## config.mk

```make
export PLATFORM = sky130hd
export DESIGN_NAME = ag32gbd_sram_arbiter
export DESIGN_NICKNAME = d
export VERILOG_FILES = /design/src/rtl/ag32gbd_sram_arbiter.sv
export SDC_FILE = /design/constraint.sdc
export NUM_CORES = 1
export LEC_CHECK = 0
export CORE_MARGIN = 10
export CORE_UTILIZATION = 25
export DETAILED_ROUTE_END_ITERATION = 8
export PLACE_DENSITY = 0.58
export SLEW_MARGIN = 5
export SYNTH_ARGS = -nofsm -noshare
export SYNTH_HDL_FRONTEND = slang
export SYNTH_SLANG_ARGS = --single-unit
```

## constraint.sdc

```tcl
create_clock -name sys_clock -period 4.18 [get_ports sys_clock]
set_input_delay 0.836 -clock sys_clock [delete_from_list [all_inputs] [get_ports sys_clock]]
set_output_delay 0.836 -clock sys_clock [all_outputs]
set_load 0.03 [all_outputs]
```

## src/rtl/ag32gbd_sram_arbiter.sv

```systemverilog
`timescale 1ns/1ps
// ag32gbd_sram_arbiter
// Two-port arbiter in front of an asynchronous SRAM (17-bit address, 8-bit data).
// Each granted transaction runs SETUP / PULSE / HOLD for a fixed number of
// cycles and then pulses the owning port's ack for one cycle.
//
// Ports:
//   sys_clock, sys_reset       clock, synchronous active-high reset
//   pN_req/we/addr/wdata       port N request (held until ack)
//   pN_ack, pN_rdata           port N completion pulse and read data (held)
//   sram_addr, sram_dq_out     SRAM address and write data
//   sram_dq_oe, sram_dq_in     data-bus drive enable and read data in
//   sram_nCS/nWE/nOE           SRAM strobes, active low
//   busy, grant_id             not idle; port owning current/last transaction
//
// Optional: define AG32GBD_ARB_STARVE_GUARD_EN to force a port-1 grant after
// STARVE_LIMIT consecutive port-0 grants made while port 1 was waiting.
//
// state | meaning
// IDLE  | sample requests, latch winner's command
// SETUP | address and nCS asserted, strobes high
// PULSE | nWE (write) or nOE (read) low; read data captured on last cycle
// HOLD  | strobes high, address/data still driven
// ACK   | nCS released, one-cycle ack to the granted port
module ag32gbd_sram_arbiter #(
  parameter int unsigned T_SETUP      = 2,
  parameter int unsigned T_PULSE      = 3,
  parameter int unsigned T_HOLD       = 1,
  parameter int unsigned STARVE_LIMIT = 4
) (
  input  logic        sys_clock,
  input  logic        sys_reset,
  input  logic        p0_req,
  input  logic        p0_we,
  input  logic [16:0] p0_addr,
  input  logic [7:0]  p0_wdata,
  output logic        p0_ack,
  output logic [7:0]  p0_rdata,
  input  logic        p1_req,
  input  logic        p1_we,
  input  logic [16:0] p1_addr,
  input  logic [7:0]  p1_wdata,
  output logic        p1_ack,
  output logic [7:0]  p1_rdata,
  output logic [16:0] sram_addr,
  output logic [7:0]  sram_dq_out,
  output logic        sram_dq_oe,
  input  logic [7:0]  sram_dq_in,
  output logic        sram_nCS,
  output logic        sram_nWE,
  output logic        sram_nOE,
  output logic        busy,
  output logic        grant_id
);

  if (T_SETUP < 1 || T_SETUP > 15 || T_PULSE < 1 || T_PULSE > 15 ||
      T_HOLD < 1 || T_HOLD > 15 || STARVE_LIMIT < 1 || STARVE_LIMIT > 15) begin : g_bad_param
    $error("ag32gbd_sram_arbiter: timing/starve parameter out of range 1-15");
  end

  typedef enum logic [2:0] {S_IDLE, S_SETUP, S_PULSE, S_HOLD, S_ACK} state_t;

  // Timers load (N-1) on phase entry and count down to a terminal count of 0.
  localparam logic [3:0] SETUP_LD = 4'(T_SETUP - 1);
  localparam logic [3:0] PULSE_LD = 4'(T_PULSE - 1);
  localparam logic [3:0] HOLD_LD  = 4'(T_HOLD - 1);

  state_t      state_q, state_d;
  logic [3:0]  tmr_q, tmr_d;
  logic        grant_q, grant_d;
  logic        we_q, we_d;
  logic [16:0] addr_q, addr_d;
  logic [7:0]  wdata_q, wdata_d;
  logic [7:0]  rbuf_q, rbuf_d;
  logic [7:0]  p0_rdata_q, p0_rdata_d;
  logic [7:0]  p1_rdata_q, p1_rdata_d;
  logic        force_p1;
  logic        pick_p1;
  logic        grant_now;

  assign grant_now = (state_q == S_IDLE) && (p0_req || p1_req);
  assign pick_p1   = p1_req && (!p0_req || force_p1);

`ifdef AG32GBD_ARB_STARVE_GUARD_EN
  logic [3:0] starve_q, starve_d;

  assign force_p1 = p0_req && p1_req && (starve_q == 4'(STARVE_LIMIT));

  always_comb begin
    starve_d = starve_q;
    if (state_q == S_IDLE) begin
      if (!p1_req || (grant_now && pick_p1)) begin
        starve_d = 4'd0;
      end else if (grant_now && starve_q != 4'hF) begin
        starve_d = starve_q + 4'd1;
      end
    end
  end

  always_ff @(posedge sys_clock) begin
    if (sys_reset) starve_q <= 4'd0;
    else           starve_q <= starve_d;
  end
`else
  assign force_p1 = 1'b0;
`endif

  always_comb begin
    state_d    = state_q;
    tmr_d      = tmr_q;
    grant_d    = grant_q;
    we_d       = we_q;
    addr_d     = addr_q;
    wdata_d    = wdata_q;
    rbuf_d     = rbuf_q;
    p0_rdata_d = p0_rdata_q;
    p1_rdata_d = p1_rdata_q;
    case (state_q)
      S_IDLE: begin
        if (grant_now) begin
          grant_d = pick_p1;
          we_d    = pick_p1 ? p1_we    : p0_we;
          addr_d  = pick_p1 ? p1_addr  : p0_addr;
          wdata_d = pick_p1 ? p1_wdata : p0_wdata;
          tmr_d   = SETUP_LD;
          state_d = S_SETUP;
        end
      end
      S_SETUP: begin
        if (tmr_q == 4'd0) begin
          tmr_d   = PULSE_LD;
          state_d = S_PULSE;
        end else begin
          tmr_d = tmr_q - 4'd1;
        end
      end
      S_PULSE: begin
        if (tmr_q == 4'd0) begin
          if (!we_q) rbuf_d = sram_dq_in;
          tmr_d   = HOLD_LD;
          state_d = S_HOLD;
        end else begin
          tmr_d = tmr_q - 4'd1;
        end
      end
      S_HOLD: begin
        if (tmr_q == 4'd0) begin
          // Port rdata only changes as ack rises, so it never moves early.
          if (!we_q) begin
            if (grant_q) p1_rdata_d = rbuf_q;
            else         p0_rdata_d = rbuf_q;
          end
          state_d = S_ACK;
        end else begin
          tmr_d = tmr_q - 4'd1;
        end
      end
      S_ACK:   state_d = S_IDLE;
      default: state_d = S_IDLE;
    endcase
  end

  always_ff @(posedge sys_clock) begin
    if (sys_reset) begin
      state_q    <= S_IDLE;
      tmr_q      <= 4'd0;
      grant_q    <= 1'b0;
      we_q       <= 1'b0;
      addr_q     <= 17'd0;
      wdata_q    <= 8'd0;
      rbuf_q     <= 8'd0;
      p0_rdata_q <= 8'd0;
      p1_rdata_q <= 8'd0;
    end else begin
      state_q    <= state_d;
      tmr_q      <= tmr_d;
      grant_q    <= grant_d;
      we_q       <= we_d;
      addr_q     <= addr_d;
      wdata_q    <= wdata_d;
      rbuf_q     <= rbuf_d;
      p0_rdata_q <= p0_rdata_d;
      p1_rdata_q <= p1_rdata_d;
    end
  end

  logic in_xfer;
  assign in_xfer = (state_q == S_SETUP) || (state_q == S_PULSE) || (state_q == S_HOLD);

  assign sram_addr   = addr_q;
  assign sram_dq_out = wdata_q;
  assign sram_dq_oe  = in_xfer && we_q;
  assign sram_nCS    = !in_xfer;
  assign sram_nWE    = !((state_q == S_PULSE) && we_q);
  assign sram_nOE    = !((state_q == S_PULSE) && !we_q);
  assign busy        = (state_q != S_IDLE);
  assign grant_id    = grant_q;
  assign p0_ack      = (state_q == S_ACK) && !grant_q;
  assign p1_ack      = (state_q == S_ACK) && grant_q;
  assign p0_rdata    = p0_rdata_q;
  assign p1_rdata    = p1_rdata_q;

endmodule

```

==> flow_metrics.tcl, run 1 <==
set metrics [dict create \
    area_growth_pct 49.8 \
    p_sw_uw 1150 \
    nets 460 \
    setup_viol 0 \
    status "finished, final reports clean" \
    crit_type "flip-flop to output port" \
    min_from "p1_rdata[4]" \
    antenna_found_initial 0 \
    drc_errors 0 \
    track_usage_pct 10.9 \
    hold_end "p1_rdata[4]" \
    yosys_warnings 0 \
    clk_latency_ps 330 \
    route.met2.wl_um 3840 \
    synth_top_area_share_pct 42.2 \
    fp-row-count 38 \
    die_y_um 125 \
    drive_above_1_share_pct 6.55 \
    start_util_pct 25.5 \
    max_slew_margin_pct 27.0 \
    combPwrFrac_pct 47.9 \
    fin_skew_ps 6.39 \
    postRouteAntennaNets 0 \
    ys_seq_elements 58 \
    cp-start-kind "flip-flop" \
    hold_depth 2 \
    post-synth-top-area-cell "dfxtp_1" \
    syn_area_mm2 0.00275 \
    drt_iter0_drc 222 \
    finalSetupTns_ps 0 \
    syn-mean-instance-area_um2 9.18 \
    dieArea_mm2 0.0156 \
    ys_top_cells_by_area "dfxtp_1 42%, a21oi_1 9.5%, mux2i_1 9.5%" \
    grt_pass1_vias 2665 \
    crit_path_max_incr_delay_ps 740 \
    slowest_stage "dfxtp_1" \
    final.period_utilization_pct 78.6 \
    grt_overflow 0 \
    port_buffers 112 \
    place.gp.congestion 0.786 \
    power_frac_seq_pct 30.8 \
    core_mm2 0.0108 \
    cts-buffers-inserted 9 \
    p_per_area_mw_per_mm2 668 \
    final.min_clock_period_ps 3290 \
    place_inst 523 \
    fp.dieW_um 125 \
    crit_path_end_kind "output port" \
    clkPwrFrac_pct 21.3 \
    synthCells 300 \
    reg2reg_from "state_q[0]" \
    cts_tree "built" \
    cts_hold_buffers 0 \
    diodes 0 \
    drt-met1-wl_um 3980 \
    highest_layer "met4" \
    rsz0062_at_grt "no" \
    vdd_drop_max_mv 0.251 \
    hold_class "flip-flop to flip-flop" \
    worstMarginPinSlew_ps 1100 \
    vias_per_cell 4.89 \
    rr_worst_depth 4 \
    num_vias 2624 \
    fin_util_pct 38.2 \
    clock-sinks 58 \
    maxCapViolations 0 \
    power.leakage_uw 0.00141 \
    place_hpwl_um 6660 \
    crit_fanout 18 \
    ctsResizeCount 0 \
    boundaryPins 113 \
    synth_edf_count 0 \
    routed_wl_um 8910 \
    fmax_ghz 0.304 \
    drt_pass1_iterations 4 \
    power.internal_uw 1610 \
    crit_chain "nor4b_4 -> inv_2 -> clkdlybuf4s50_1" \
    wl_met3_um 989 \
    wl_per_cell_um 16.6 \
    synthArstFlopShare_pct 0 \
    grt_pass1_wl_um 14100 \
    drv_slew 0 \
    cp.arrival_ps 2450 \
    postCtsSetupBuffers 0 \
    clockBufferDepth 2 \
    htreeDepth 3 \
    ys.flop_type "dfxtp_1" \
    rrSetupSlack_ps 1860 \
    cts-root-buf "clkbuf_8" \
    synth_cell_types 47 \
    clkSlewWorstSetupHoldPaths_ps 60 \
    r2r_end "sram_addr[15]" \
    finalHoldViolCount 0 \
    crit_required_ps 3340 \
    switching_share_pct 41.6 \
    stdcell_count 537 \
    syn-num-nets 366 \
    ys_seq_area_share_pct 42.2 \
    grt_max_degree 60 \
]
Yosys cell counts, types with 2 or more instances:
master and n:
dfxtp_1 58, a21oi_1 52, a211oi_1 27, mux2i_1 26, nand3_1 26, o21ai_1 24
clkbuf_1 14, buf_2 10, nor3_1 5, buf_6 4, inv_1 4, a31oi_1 3
buf_4 3, nor2_1 3, a211o_1 2, and2_1 2, ha_1 2, nand2b_1 2
nand4bb_1 2, nor2b_1 2, nor4b_4 2, or2_1 2
per-stage QoR:
stage | setup WS [ps] | hold WS, ps | area, um2 | power [uW]
after CTS | 865 | 478 | 4120 | 2780
after floorplan | 2100 | 455 | 2750 | 1780
after global placement | 1250 | 465 | 3900 | 2160
after global routing | 716 | 501 | 4120 | 2940
after detailed placement | 1140 | 470 | 3900 | 2180
final | 893 | 475 | 4120 | 2750
routing by layer:
metal | up-vias | track usage, %
met5 | - | 0
met3 | 11 | 6.21
met1 | 1205 | 13.0
li1 | 1302 | -
met4 | 0 | 3.66
met2 | 106 | 16.3
cell usage in the layout, fill, tap and decap left out, types with 2 or more instances in the layout:
cell	instances
buf_4	4
a211o_1	2
mux2i_1	26
nand3_1	26
inv_1	4
or2_1	2
nand2b_1	2
nor3_1	5
a211oi_1	27
nor4b_4	2
nor2_1	3
o21ai_1	24
a31oi_1	3
clkdlybuf4s50_1	111
a21oi_1	52
ha_1	2
clkbuf_8	12
dfxtp_1	58
and2_1	2
bufinv_16	2
nand4bb_1	2
worst max-delay path by stage:
stage                from  slack (ps)             to  cells past startpoint
6_report       state_q[1]         890       sram_nOE                      3
5_1_grt        state_q[1]         720       sram_nOE                      3
4_1_cts        state_q[1]         870       sram_nOE                      3
3_5_place_dp       p0_req        1140  sram_addr[15]                      5
3_3_place_gp   state_q[1]        1250       sram_nOE                      3
2_1_floorplan  state_q[0]        2100         p0_ack                      5
flip-flops by register name (all words and copies together), names as in the netlist:
name and cells:
grant_id 1, tmr_q 4, rbuf_q 8, we_q 1, p1_rdata 8, sram_addr 17
p0_rdata 8, sram_dq_out 8, state_q 3
power by group through the flow:
| stage | logic (uW) | registers (uW) | clock network, uW |
|---|---|---|---|
| 2_1_floorplan | 837 | 946 | 0 |
| 3_3_place_gp | 1300 | 855 | 0 |
| 3_5_place_dp | 1330 | 858 | 0 |
| 4_1_cts | 1330 | 849 | 601 |
| 5_1_grt | 1440 | 869 | 629 |
| 6_report | 1320 | 848 | 586 |
critical path, delay by kind of cell (launching register included):
family	cells	cell delay, ps
flops	1	740
simple gates	1	560
buf+inv	2	810
cell families after synthesis:
| family | Yosys count | synth area share (%) |
|---|---|---|
| buffers and inverters | 38 | 7.54 |
| DFF | 58 | 42.2 |
| adders and majority gates | 2 | 0.909 |
| xor gates and xnor gates | 1 | 0.318 |
| and+or+nand+nor | 60 | 14.8 |
| AOI/OAI and AO/OA | 115 | 24.8 |
| muxes | 26 | 9.45 |
final cells by class:
type	instances	area, um2
fill	1100	6670
multi-input combinational	204	1400
sequential	58	1160
timing repair buffer	116	1150
tap	140	175
clock buffer	12	165
clock inverter	2	60.1
inverter	5	18.8
Power figures use the tool's default switching activity.
==> inputs of run 2 (changes only) <==
--- a/config.mk
+++ b/config.mk
@@ -8,7 +8,7 @@
 export CORE_MARGIN = 10
 export CORE_UTILIZATION = 25
 export DETAILED_ROUTE_END_ITERATION = 8
-export PLACE_DENSITY = 0.58
+export PLACE_DENSITY = 0.6
 export SLEW_MARGIN = 5
 export SYNTH_ARGS = -nofsm -noshare
 export SYNTH_HDL_FRONTEND = slang
==> constraint.sdc (replaced) <==
create_clock -name sys_clock -period 2.8 [get_ports sys_clock]
set_input_delay 0.56 -clock sys_clock [delete_from_list [all_inputs] [get_ports sys_clock]]
set_output_delay 0.56 -clock sys_clock [all_outputs]
set_load 0.03 [all_outputs]
==> run 2 against run 1 <==
  * Setup slack worse by 790 ps
  * Critical path depth stayed put
  * Clock skew is 3.8 ps higher
  * Utilization is 0.081 points higher
  * Non-clock buffer count is 4 higher
==> flow_metrics.tcl, run 2 (synthesized netlist as in run 1, its figures left out) <==
set metrics [dict create \
    track_usage_pct 10.6 \
    core_mm2 0.0108 \
    fin_skew_ps 10.2 \
    port_buffers 112 \
    wl_per_cell_um 16.2 \
    antenna_found_initial 0 \
    vdd_drop_max_mv 0.375 \
    crit_path_max_incr_delay_ps 800 \
    cts-buffers-inserted 9 \
    grt_overflow 0 \
    vias_per_cell 4.85 \
    grt_pass1_wl_um 14000 \
    use_met3_pct 6.55 \
    dieArea_mm2 0.0156 \
    final.period_utilization_pct 96.5 \
    finalSetupTns_ps 0 \
    p_sw_uw 1740 \
    switching_share_pct 43.3 \
    rsz0062_at_grt "no" \
    place_hpwl_um 6550 \
    worstMarginPinSlew_ps 972 \
    drc_errors 0 \
    clock-sinks 58 \
    drt_iter0_drc 158 \
    drive_above_1_share_pct 7.94 \
    cp-start-kind "flip-flop" \
    nets 464 \
    layout_commonest_cell "clkdlybuf4s50_1" \
    largest_reg_flops 17 \
    setup_viol 0 \
    worst_slack_ps 99.2 \
    path_delay_family "flip-flops" \
    place.gp.congestion 0.797 \
    finalHoldViolCount 0 \
    routed_wl_um 8810 \
    power_frac_seq_pct 30.9 \
    num_vias 2631 \
    postCtsSetupBuffers 0 \
    status "finished, final reports clean" \
    boundaryPins 113 \
    max_slew_margin_pct 35.2 \
    maxCapViolations 0 \
    drv_slew 0 \
    cp.arrival_ps 2140 \
    clockBufferDepth 2 \
    crit_chain "o21ba_4 -> inv_1 -> clkdlybuf4s50_1" \
    postRouteAntennaNets 0 \
    hold_class "flip-flop to flip-flop" \
    final.min_clock_period_ps 2700 \
    clkSlewWorstSetupHoldPaths_ps 70 \
    clk_latency_ps 330 \
    pre_cts_slack_ps 345 \
    cts_tree "built" \
    fmax_ghz 0.370 \
    met1_usage_pct 13.0 \
    htreeDepth 3 \
    power.leakage_uw 0.00141 \
    clkPwrFrac_pct 19.4 \
    slowest_stage "dfxtp_1" \
    grtUsageMet2_pct 15.1 \
    power.internal_uw 2280 \
    top_usage_layer "met2" \
    cts-root-buf "clkbuf_8" \
    crit_path_end_kind "output port" \
    p_per_area_mw_per_mm2 974 \
    crit_fanout 17 \
    final_cell_mix "111 x clkdlybuf4s50_1, 58 x dfxtp_1, 52 x a21oi_1" \
    grt_max_degree 39 \
    drt_pass1_iterations 4 \
    ctsResizeCount 0 \
    combPwrFrac_pct 49.6 \
    critPathBufInv 2 \
    crit_required_ps 2240 \
    diodes 0 \
    die_y_um 125 \
    grt_pass1_vias 2760 \
    fp-row-count 38 \
    cts_hold_buffers 0 \
    area_growth_pct 50.1 \
    start_util_pct 25.5 \
    fp.dieW_um 125 \
    crit_type "flip-flop to output port" \
]
-- run 2: area by class of cell --
class | instances | area, um2
timing repair buffer | 120 | 1180
sequential | 58 | 1160
tap | 140 | 175
inverter | 5 | 18.8
clock inverter | 6 | 66.3
fill | 1117 | 6660
clock buffer | 10 | 138
multi-input combinational | 204 | 1400
-- run 2: power groups by stage --
| stage | clock, uW | combinational (uW) | sequential, uW |
|---|---|---|---|
| floorplan | 0 | 1250 | 1410 |
| global placement | 0 | 1990 | 1250 |
| detailed placement | 0 | 2010 | 1260 |
| CTS | 804 | 2010 | 1240 |
| global route | 835 | 2170 | 1280 |
| finish | 783 | 2000 | 1240 |
-- run 2: worst paths after layout --
kind / startpoint / endpoint / slack (ps) / cells past startpoint
setup reg to reg: state_q[1] / sram_addr[10] / 450 / 5
hold / removal: p0_rdata[4] / p0_rdata[4] / 480 / 2
setup / recovery: state_q[2] / sram_nCS / 100 / 3
hold reg to reg: p0_rdata[4] / p0_rdata[4] / 480 / 2
-- run 2: layer usage --
metal | routed length (um) | vias up
met2 | 3770 | 104
met1 | 3920 | 1198
li1 | - | 1321
met3 | 1040 | 8
met5 | 0 | -
met4 | 82 | 0
-- run 2: worst min-delay path, delay by kind of cell, from the launching register on --
kind / cells / cell delay (ps)
DFF: 1 / 310
AOI/OAI and AO/OA: 2 / 120
-- run 2: metrics by stage --
step / area (um2) / hold slack, ps / instances / power (uW) / util (%)
floorplan: 2750 / 455 / 300 / 2660 / -
global placement: 3930 / 468 / 527 / 3240 / 36.4
detailed placement: 3930 / 472 / 527 / 3260 / 36.4
CTS: 4130 / 480 / 543 / 4060 / 38.3
global route: 4130 / 507 / 543 / 4290 / 38.3
finish: 4130 / 480 / 543 / 4020 / 38.3
==> inputs of run 3 (changes only) <==
--- a/config.mk
+++ b/config.mk
@@ -7,6 +7,7 @@
 export LEC_CHECK = 0
 export CORE_MARGIN = 10
 export CORE_UTILIZATION = 25
+export CTS_BUF_LIST = sky130_fd_sc_hd__clkbuf_4
 export DETAILED_ROUTE_END_ITERATION = 8
 export PLACE_DENSITY = 0.6
 export SLEW_MARGIN = 5
==> run 3 against run 2 <==
  * Die area is the same
  * Register-to-register slack is essentially flat
  * Clock-buffer cell count shrank 1
  * Non-clock buffer count is the same
  * Via count shrank 0.23%
  * Design area shrank 1.5%
  * Critical path depth grew 1
  * Hold slack gained 4.8 ps
  * Global-route usage grew 0.079 points
  * Total power shrank 4.6%
  * Final cell count is the same
  * Combinational power is essentially flat
  * Critical path type unchanged
  * Critical endpoint is now busy
  * Largest power group unchanged
  * Highest routed layer unchanged
==> flow_metrics.tcl, run 3 (synthesized netlist as in run 1, its figures left out) <==
set metrics [dict create \
    status "finished, final reports clean" \
    met1_usage_pct 13.1 \
    boundaryPins 113 \
    worstMarginPinSlew_ps 997 \
    antenna_found_initial 0 \
    area_growth_pct 47.8 \
    clk_latency_ps 400 \
    finalSetupTns_ps 0 \
    min_from "p0_rdata[4]" \
    rsz0062_at_grt "no" \
    pre_cts_slack_ps 345 \
    worst_slack_ps 206 \
    slowest_stage "clkdlybuf4s50_1" \
    final_cell_mix "111 x clkdlybuf4s50_1, 56 x dfxtp_1, 52 x a21oi_1" \
    grtUsageMet2_pct 15.2 \
    crit_path_max_incr_delay_ps 700 \
    max_slew_margin_pct 33.6 \
    drc_errors 0 \
    grt_pass1_vias 2775 \
    reg2reg_from "state_q[1]" \
    use_met3_pct 6.68 \
    cp-start-kind "flip-flop" \
    postCtsSetupBuffers 0 \
    grt_pass1_wl_um 14100 \
    place.gp.congestion 0.797 \
    port_buffers 112 \
    layout_commonest_cell "clkdlybuf4s50_1" \
    setup_viol 0 \
    total_power_uw 3840 \
    clkSlewWorstSetupHoldPaths_ps 110 \
    grt_max_degree 39 \
    cts_tree "built" \
    drt_iter0_drc 171 \
    fp.dieW_um 125 \
    htreeDepth 3 \
    crit_chain "buf_4 -> nor3_4 -> inv_1 -> clkdlybuf4s50_1" \
    grt_overflow 0 \
    power.leakage_uw 0.00138 \
    largest_reg_flops 17 \
    die_y_um 125 \
    start_util_pct 25.5 \
    num_vias 2625 \
    core_mm2 0.0108 \
    fmax_ghz 0.385 \
    fp-row-count 38 \
    crit_required_ps 2240 \
    postRouteAntennaNets 0 \
    top_usage_layer "met2" \
    drt_pass1_iterations 4 \
    routed_wl_um 8780 \
    crit_start "state_q[1]" \
    vias_per_cell 4.83 \
    finalHoldViolCount 0 \
    cp.arrival_ps 2030 \
    track_usage_pct 10.7 \
    place_hpwl_um 6550 \
    cts-buffers-inserted 9 \
    drv_slew 0 \
    maxCapViolations 0 \
    crit_type "flip-flop to output port" \
    nets 464 \
    hold_class "flip-flop to flip-flop" \
    crit_path_end_kind "output port" \
    p_per_area_mw_per_mm2 943 \
    cts_hold_buffers 0 \
    drive_above_1_share_pct 8.19 \
    clockBufferDepth 2 \
    clock-sinks 58 \
    crit_fanout 10 \
    dieArea_mm2 0.0156 \
    diodes 0 \
    vdd_drop_max_mv 0.374 \
    final.period_utilization_pct 92.6 \
    fin_skew_ps 18.8 \
    final.min_clock_period_ps 2590 \
    wl_per_cell_um 16.2 \
    cts-root-buf "clkbuf_4" \
]
[run 3: final timing paths]
kind | end | slack [ps] | cells past startpoint
worst max-delay path | busy | 210 | 4
worst min register to register | p0_rdata[4] | 480 | 2
worst min-delay path | p0_rdata[4] | 480 | 2
worst max register to register | sram_addr[10] | 440 | 5
[run 3: metrics by stage]
stage                     util, %  hold slack (ps)  cells  area, um2
after global routing         37.7              510    543       4070
after CTS                    37.7              485    543       4070
after floorplan                 -              455    300       2750
final                        37.7              484    543       4070
after global placement       36.4              468    527       3930
after detailed placement     36.4              472    527       3930
[run 3: what timing repair did]
| item | 4_1_cts | 5_1_grt |
|---|---|---|
| setup endpoints to repair | 1 | 3 |
| gates cloned | 0 | 0 |
| gates resized for setup | 1 | 1 |
[run 3: layout make-up]
cell class | instances | area (um2)
Fill cell | 1129 | 6720
Clock inverter | 7 | 70.1
Multi-Input combinational cell | 204 | 1400
Clock buffer | 9 | 67.6
Inverter | 5 | 18.8
Timing Repair Buffer | 120 | 1180
Tap cell | 140 | 175
Sequential cell | 58 | 1160
[run 3: critical path: cells and delay by family (launching register included)]
family / cells / cell delay [ps]
flip-flops: 1 / 560
AND/OR/NAND/NOR: 1 / 60
buffers and inverters: 3 / 1010
[run 3: metal layers]
| metal | vias to the layer above | part of all wire, % |
|---|---|---|
| li1 | 1326 | - |
| met1 | 1182 | 45 |
| met2 | 109 | 42 |
| met3 | 8 | 12 |
| met4 | 0 | 1.0 |
| met5 | - | 0 |
[run 3: power breakdown]
group	internal (uW)	leakage, uW	total [uW]	switching, uW
clock network	268	0.0000656	597	329
logic	821	0.000836	2000	1180
registers	1030	0.000476	1240	217
total	2120	0.00138	3840	1720
